===== config.mk =====
export PLATFORM = sky130hd
export DESIGN_NAME = digit_key_bus_device
export DESIGN_NICKNAME = d
export VERILOG_FILES = /design/src/rtl/digit_key_bus_device.sv
export SDC_FILE = /design/constraint.sdc
export NUM_CORES = 1
export LEC_CHECK = 0
export BUFFER_PORTS_ARGS = -buffer_cell sky130_fd_sc_hd__clkbuf_2
export CORE_ASPECT_RATIO = 1.5
export CORE_UTILIZATION = 30
export CTS_CLUSTER_DIAMETER = 150
export DETAILED_ROUTE_END_ITERATION = 7
export PLACE_DENSITY = 0.63
export SYNTH_ARGS = -nofsm -noshare
export SYNTH_HDL_FRONTEND = slang
export SYNTH_SLANG_ARGS = --single-unit

===== constraint.sdc =====
create_clock -name wClk -period 1.9 [get_ports wClk]
set_clock_uncertainty 0.05 [all_clocks]
set_input_delay 0.38 -clock wClk [delete_from_list [all_inputs] [get_ports wClk]]
set_output_delay 0.38 -clock wClk [all_outputs]
set_load 0.05 [all_outputs]

===== src/rtl/digit_key_bus_device.sv =====
// Bus responder for the counter/display demo: ten 7-segment digit registers (RW)
// and a debounced key-state / press-event register (R, clear-on-read events).
module digit_key_bus_device #(
    parameter int DEBOUNCE_CYCLES = 16,
    parameter int NUM_KEYS        = 3
) (
    input  logic                wClk,
    input  logic                wReset,
    input  logic                wWrite,
    input  logic [31:0]         bWriteAddr,
    input  logic [31:0]         bWriteData,
    input  logic [3:0]          bWriteMask,
    input  logic                wRead,
    input  logic [31:0]         bReadAddr,
    output logic [31:0]         bReadData,
    input  logic [NUM_KEYS-1:0] wKeyRaw,
    output logic [79:0]         bSegments
);

    localparam int CW = $clog2(DEBOUNCE_CYCLES) + 1;
    localparam logic [CW-1:0] CNT_LAST = CW'(DEBOUNCE_CYCLES - 1);

    localparam logic [29:0] WORD_KEYS = 30'h3C00_0000;
    localparam logic [29:0] WORD_DIG0 = 30'h3C00_0004;
    localparam logic [29:0] WORD_DIG1 = 30'h3C00_0005;
    localparam logic [29:0] WORD_DIG2 = 30'h3C00_0006;

    logic [79:0]         segReg;
    logic [NUM_KEYS-1:0] sync1;
    logic [NUM_KEYS-1:0] sync2;
    logic [NUM_KEYS-1:0] stable;
    logic [NUM_KEYS-1:0] pressEvt;
    logic [NUM_KEYS-1:0] toggle;
    logic [CW-1:0]       cnt [NUM_KEYS];
    logic [31:0]         readVal;
    logic                wrDig0;
    logic                wrDig1;
    logic                wrDig2;
    logic                rdKeys;
    logic                unusedAddrBits;

    assign unusedAddrBits = ^{bWriteAddr[1:0], bReadAddr[1:0]};

    assign wrDig0 = wWrite && (bWriteAddr[31:2] == WORD_DIG0);
    assign wrDig1 = wWrite && (bWriteAddr[31:2] == WORD_DIG1);
    assign wrDig2 = wWrite && (bWriteAddr[31:2] == WORD_DIG2);
    assign rdKeys = wRead  && (bReadAddr[31:2]  == WORD_KEYS);

    assign bSegments = segReg;

    always_comb begin
        toggle = '0;
        for (int unsigned k = 0; k < NUM_KEYS; k++) begin
            toggle[k] = (sync2[k] != stable[k]) && (cnt[k] == CNT_LAST);
        end
    end

    always_comb begin
        readVal = '0;
        case (bReadAddr[31:2])
            WORD_KEYS: begin
                readVal[NUM_KEYS-1:0]  = stable;
                readVal[8 +: NUM_KEYS] = pressEvt;
            end
            WORD_DIG0: readVal        = segReg[31:0];
            WORD_DIG1: readVal        = segReg[63:32];
            WORD_DIG2: readVal[15:0]  = segReg[79:64];
            default:   readVal        = '0;
        endcase
    end

    always_ff @(posedge wClk) begin
        if (wReset) begin
            segReg <= '0;
        end else begin
            for (int unsigned b = 0; b < 4; b++) begin
                if (!bWriteMask[b]) begin
                    if (wrDig0) segReg[8*b +: 8]      <= bWriteData[8*b +: 8];
                    if (wrDig1) segReg[32 + 8*b +: 8] <= bWriteData[8*b +: 8];
                end
            end
            for (int unsigned b = 0; b < 2; b++) begin
                if (!bWriteMask[b] && wrDig2) segReg[64 + 8*b +: 8] <= bWriteData[8*b +: 8];
            end
        end
    end

    always_ff @(posedge wClk) begin
        if (wReset) begin
            bReadData <= '0;
        end else if (wRead) begin
            bReadData <= readVal;
        end
    end

    always_ff @(posedge wClk) begin
        if (wReset) begin
            sync1    <= '0;
            sync2    <= '0;
            stable   <= '0;
            pressEvt <= '0;
            for (int unsigned k = 0; k < NUM_KEYS; k++) cnt[k] <= '0;
        end else begin
            sync1 <= wKeyRaw;
            sync2 <= sync1;
            for (int unsigned k = 0; k < NUM_KEYS; k++) begin
                if (sync2[k] == stable[k] || toggle[k]) begin
                    cnt[k] <= '0;
                end else begin
                    cnt[k] <= cnt[k] + CW'(1);
                end
            end
            stable <= stable ^ toggle;
            // An event raised on the same edge as a clearing read must survive it.
            pressEvt <= (rdKeys ? '0 : pressEvt) | (toggle & ~stable);
        end
    end

endmodule


* Word-level counts from Yosys, hierarchy flattened
Memories as Yosys holds them, arrays and structs flattened.
Cells that the tools add are included.
** Cells by class
- Add/subtract/negate cells :: 3
- Eq/ne operators :: 16
- Muxes and demuxes :: 32
- Bitwise logic cells :: 14
- Reductions and logical operators :: 22
** Operator list (number)
- $eq 30x30->1 const B :: 7
- $pmux 16 s2 :: 1
- $mux 5 :: 6
- $pmux 5 s3 :: 2
- $pmux 3 s4 :: 2
- $mux 1 :: 20
- $reduce_and 2->1 :: 8
- $add 5x1->5 const B :: 3
- $eq 5x4->1 const B :: 3
- $logic_and 1x1->1 :: 9
- $or 1x1->1 :: 6
- $not 1->1 :: 4
- $and 3x3->3 :: 1
- $eq 1x1->1 :: 3
- $logic_or 1x1->1 :: 3
- $mux 3 :: 1
- $ne 1x1->1 :: 3
- $not 3->3 :: 1
- $or 3x3->3 :: 1
- $xor 3x3->3 :: 1
- $logic_not 1->1 :: 2
** Storage, ports and cells
- Flip-flop bits (word level) :: 124
- Bits in writable memories :: 15
- Input bits :: 107
- Output and inout port bits :: 112
- Word-level logic and storage cells :: 103
- Memories kept :: 1
** Memories
- cnt :: depth 3, bits a word 5, read ports 3, clocked after Yosys merged registers in 0, wr ports 3, RTL line 34 : logic [CW-1:0] cnt [NUM_KEYS];

* Logic depth before layout (Yosys ltp)
- Depth after elaboration :: 8
- Gate-level depth with buffers :: 6
- Gate-level depth less buffers :: 5

* Worst setup path after synthesis
Ideal clock, no wire load.
- Path type :: reg-to-reg
- Start :: memory cnt[0][0] in the netlist's numbering
- End :: memory cnt[0][2] in the netlist's numbering (data pin)
- Library setup time :: 139 ps
- Arrival time :: 1519 ps
- Data required time :: 1711 ps
- Setup slack :: 192 ps
- Cell stages (with the launch flop) :: 6
- Clock period less this slack :: 1708 ps
- Cell sequence :: edfxtp_1 ha_1 and3_1 ha_1 or3_1 nor2_1
** RTL lines (RTL line)
- start, declared :: 34

==> flow_metrics.tcl <==
set metrics [dict create \
    start_util 0.309 \
    setup_slack_ns 0.109 \
    hold_ws_ns 0.112 \
    worst_setup_path_start_kind "register" \
    antenna_found_initial 0 \
    ios 219 \
    dp_hpwl_microns 15600 \
    synth_seq_cells 139 \
    crit_chain "ha_1 -> and3_1 -> ha_1 -> or3_4 -> nor2_1" \
    met2WireLength_microns 11100 \
    viasPerCell 5.03 \
    clock-sinks 139 \
    hp-start "wKeyRaw[1]" \
    dominantRegCellSynth "dfxtp_1" \
    drt-initial-drc-count 371 \
    fillCellCount 2163 \
    met1_length_microns 8040 \
    rsz0062_at_grt "no" \
    cp_max_fo 5 \
    hold_viol 0 \
    fin_crit_sh 0.943 \
    drt-total-wl_microns 20900 \
    min_to "sync1[1]" \
    cp-end-kind "register" \
    hp-class "primary input to register" \
    die_h_microns 183 \
    placed_area_sq_um 8020 \
    worst_pin_slew_ns 0.792 \
    setup_violations 0 \
    hold_buffers 0 \
    cellPowerDensity_nw_per_um2 781 \
    crit_path_max_incr_delay_ns 0.43 \
    final_util 0.409 \
    p_leak_nw 3.57 \
    io_buffers 214 \
    grtUsageTotal 0.191 \
    criticalPathCategory "register to register" \
    finalMaxSlewViolations 0 \
    status "completed" \
    r2r_start "cnt[1][0]" \
    die_w_microns 122 \
    seq_area_sq_um 2930 \
    cts_root_buffer "clkbuf_16" \
    instances_no_fill 1202 \
    total_power_mw 6.76 \
    routed.top_layer "met4" \
    rows 65 \
    gp_congestion 0.767 \
    synth-edff-count 15 \
    place_ws_ns -0.0320 \
    ys_seq_area_frac 0.449 \
    yosysUniqueCellTypes 44 \
    grt_first_pass_wirelength_microns 32200 \
    stdcell_area_sq_um 8650 \
    gr-total-overflow 0 \
    first_pass_iters 5 \
    cp_common_cell "ha_1" \
    critPathRequiredTime_ns 2.13 \
    final_nets 1033 \
    syn_area_per_cell_sq_um 9.28 \
    synth_area_sq_um 6530 \
    clk-insertion-delay-late_ns 0.42 \
    cts_tree "built" \
    worst_r2r_path_depth 5 \
    coreArea_sq_um 21100 \
    area.growth.synth_to_final_pct 32.6 \
    place_inst 1168 \
    synthArstFlopShare 0 \
    max-cap-violations 0 \
    finalSetupTns_ns 0 \
    slew_headroom 0.470 \
    synth_cells 703 \
    cts_buffers 17 \
    grt_start_max_net_pins 100 \
    clk_path_buf_depth 2 \
    multiInputGateArea_sq_um 3300 \
    vias 6050 \
    die_area_sq_um 22400 \
    path_clk_slew_ns 0.06 \
    max_freq_ghz 0.558 \
    cp_slowest_cell "or3_4" \
    whs_path_depth 2 \
    yosys_warnings 0 \
    drc 0 \
    crit_arrival_ns 2.02 \
    grt_pass1_vias 5920 \
    ant_nets 0 \
    cts_max_level 4 \
    period_minus_slack_ns 1.79 \
    vdd_drop_max_mv 0.570 \
    routedWlPerCell_microns 17.4 \
    drive_gt1_frac 0.341 \
    r2r-end "cnt[1][4]" \
    wl_met3_microns 1240 \
    reg2reg_slack_ns 0.11 \
]
==> cell usage in the layout, fill, tap and decap left out, types with 7 or more instances in the layout <==
master	netlist	layout
a21oi_1	90	90
and4_1	10	9
buf_12	0	12
buf_4	12	18
clkbuf_16	0	19
clkbuf_2	2	213
conb_1	1	15
dfxtp_1	124	124
edfxtp_1	15	15
inv_1	9	9
mux2i_1	34	34
nand2_1	33	33
nand3_1	80	80
nand4_1	11	11
nand4_4	11	11
nor2_1	33	31
nor2b_1	7	7
o21ai_0	103	103
o21ai_2	10	10
==> how the worst max path moves through the flow <==
stage | to | cells past startpoint | startpoint
global route | cnt[0][3] | 5 | cnt[0][0]
global placement | bReadData[14] | 5 | bReadAddr[24]
finish | cnt[1][4] | 5 | cnt[1][0]
floorplan | cnt[0][2] | 5 | cnt[0][0]
CTS | cnt[1][4] | 5 | cnt[1][0]
detailed placement | bReadData[11] | 5 | bReadAddr[24]
==> critical path, delay by kind of cell, from the launching register on <==
| family | cells | cell delay, ns |
|---|---|---|
| flops | 1 | 0.41 |
| simple gates | 3 | 0.74 |
| fa+ha+maj | 2 | 0.46 |
==> routing by layer <==
layer,vias up,track usage
met5,-,0
met1,2846,0.207
li1,2993,-
met4,0,0.0829
met2,187,0.343
met3,24,0.0478
==> repair_timing <==
item	4_1_cts	5_1_grt
endpoints found under the setup margin	0	9
gates resized for setup	0	3
setup buffers	0	1
hold endpoints to repair	0	0
==> cells in the mapped netlist, types with 4 or more instances <==
| master | count | share of area |
|---|---|---|
| dfxtp_1 | 124 | 0.38 |
| o21ai_0 | 103 | 0.079 |
| a21oi_1 | 90 | 0.069 |
| nand3_1 | 80 | 0.061 |
| mux2i_1 | 34 | 0.052 |
| nand2_1 | 33 | 0.019 |
| nor2_1 | 33 | 0.019 |
| clkbuf_1 | 22 | 0.013 |
| buf_2 | 17 | 0.013 |
| edfxtp_1 | 15 | 0.069 |
| buf_4 | 12 | 0.014 |
| nand4_1 | 11 | 0.011 |
| nand4_4 | 11 | 0.036 |
| and4_1 | 10 | 0.013 |
| o21ai_2 | 10 | 0.013 |
| inv_1 | 9 | 0.0052 |
| nor2b_1 | 7 | 0.0067 |
| a32oi_1 | 6 | 0.0081 |
| and3_1 | 6 | 0.0058 |
| and4bb_2 | 6 | 0.012 |
| ha_1 | 6 | 0.012 |
| o21ai_1 | 6 | 0.0046 |
| xnor2_1 | 6 | 0.0081 |
| nor4b_4 | 5 | 0.018 |
| buf_6 | 4 | 0.0069 |
==> report_power, final <==
part,leakage [nW],switching (mW),internal [mW]
logic,2.11,0.212,0.157
registers,1.15,0.0114,2.98
clock network,0.300,1.29,2.10
total,3.57,1.51,5.25
==> logic make-up after synthesis <==
kind of cell	Yosys count	share of synthesized area
compound gates	217	0.177
xor+xnor	9	0.0121
fa+ha+maj	7	0.0130
buf+inv	68	0.0573
flops	139	0.449
mux	35	0.0539
other cells	1	0.000575
simple gates	227	0.237
==> registers in the layout, indices dropped and copies added, names as in the netlist, named ones only <==
register   flops
bSegments     80
pressEvt       3
bReadData     32
sync2          3
cnt           15
sync1          3
==> final cells by class <==
cell class,instances,share of cell area
clock inverters,7,0.00853
diodes,1,0.000289
inverters,9,0.00390
multi-input cells,510,0.381
well taps,268,0.0387
repair buffers,243,0.167
flip-flops and latches,139,0.339
clock buffers,25,0.0622
(Power assumes the default switching activity.)
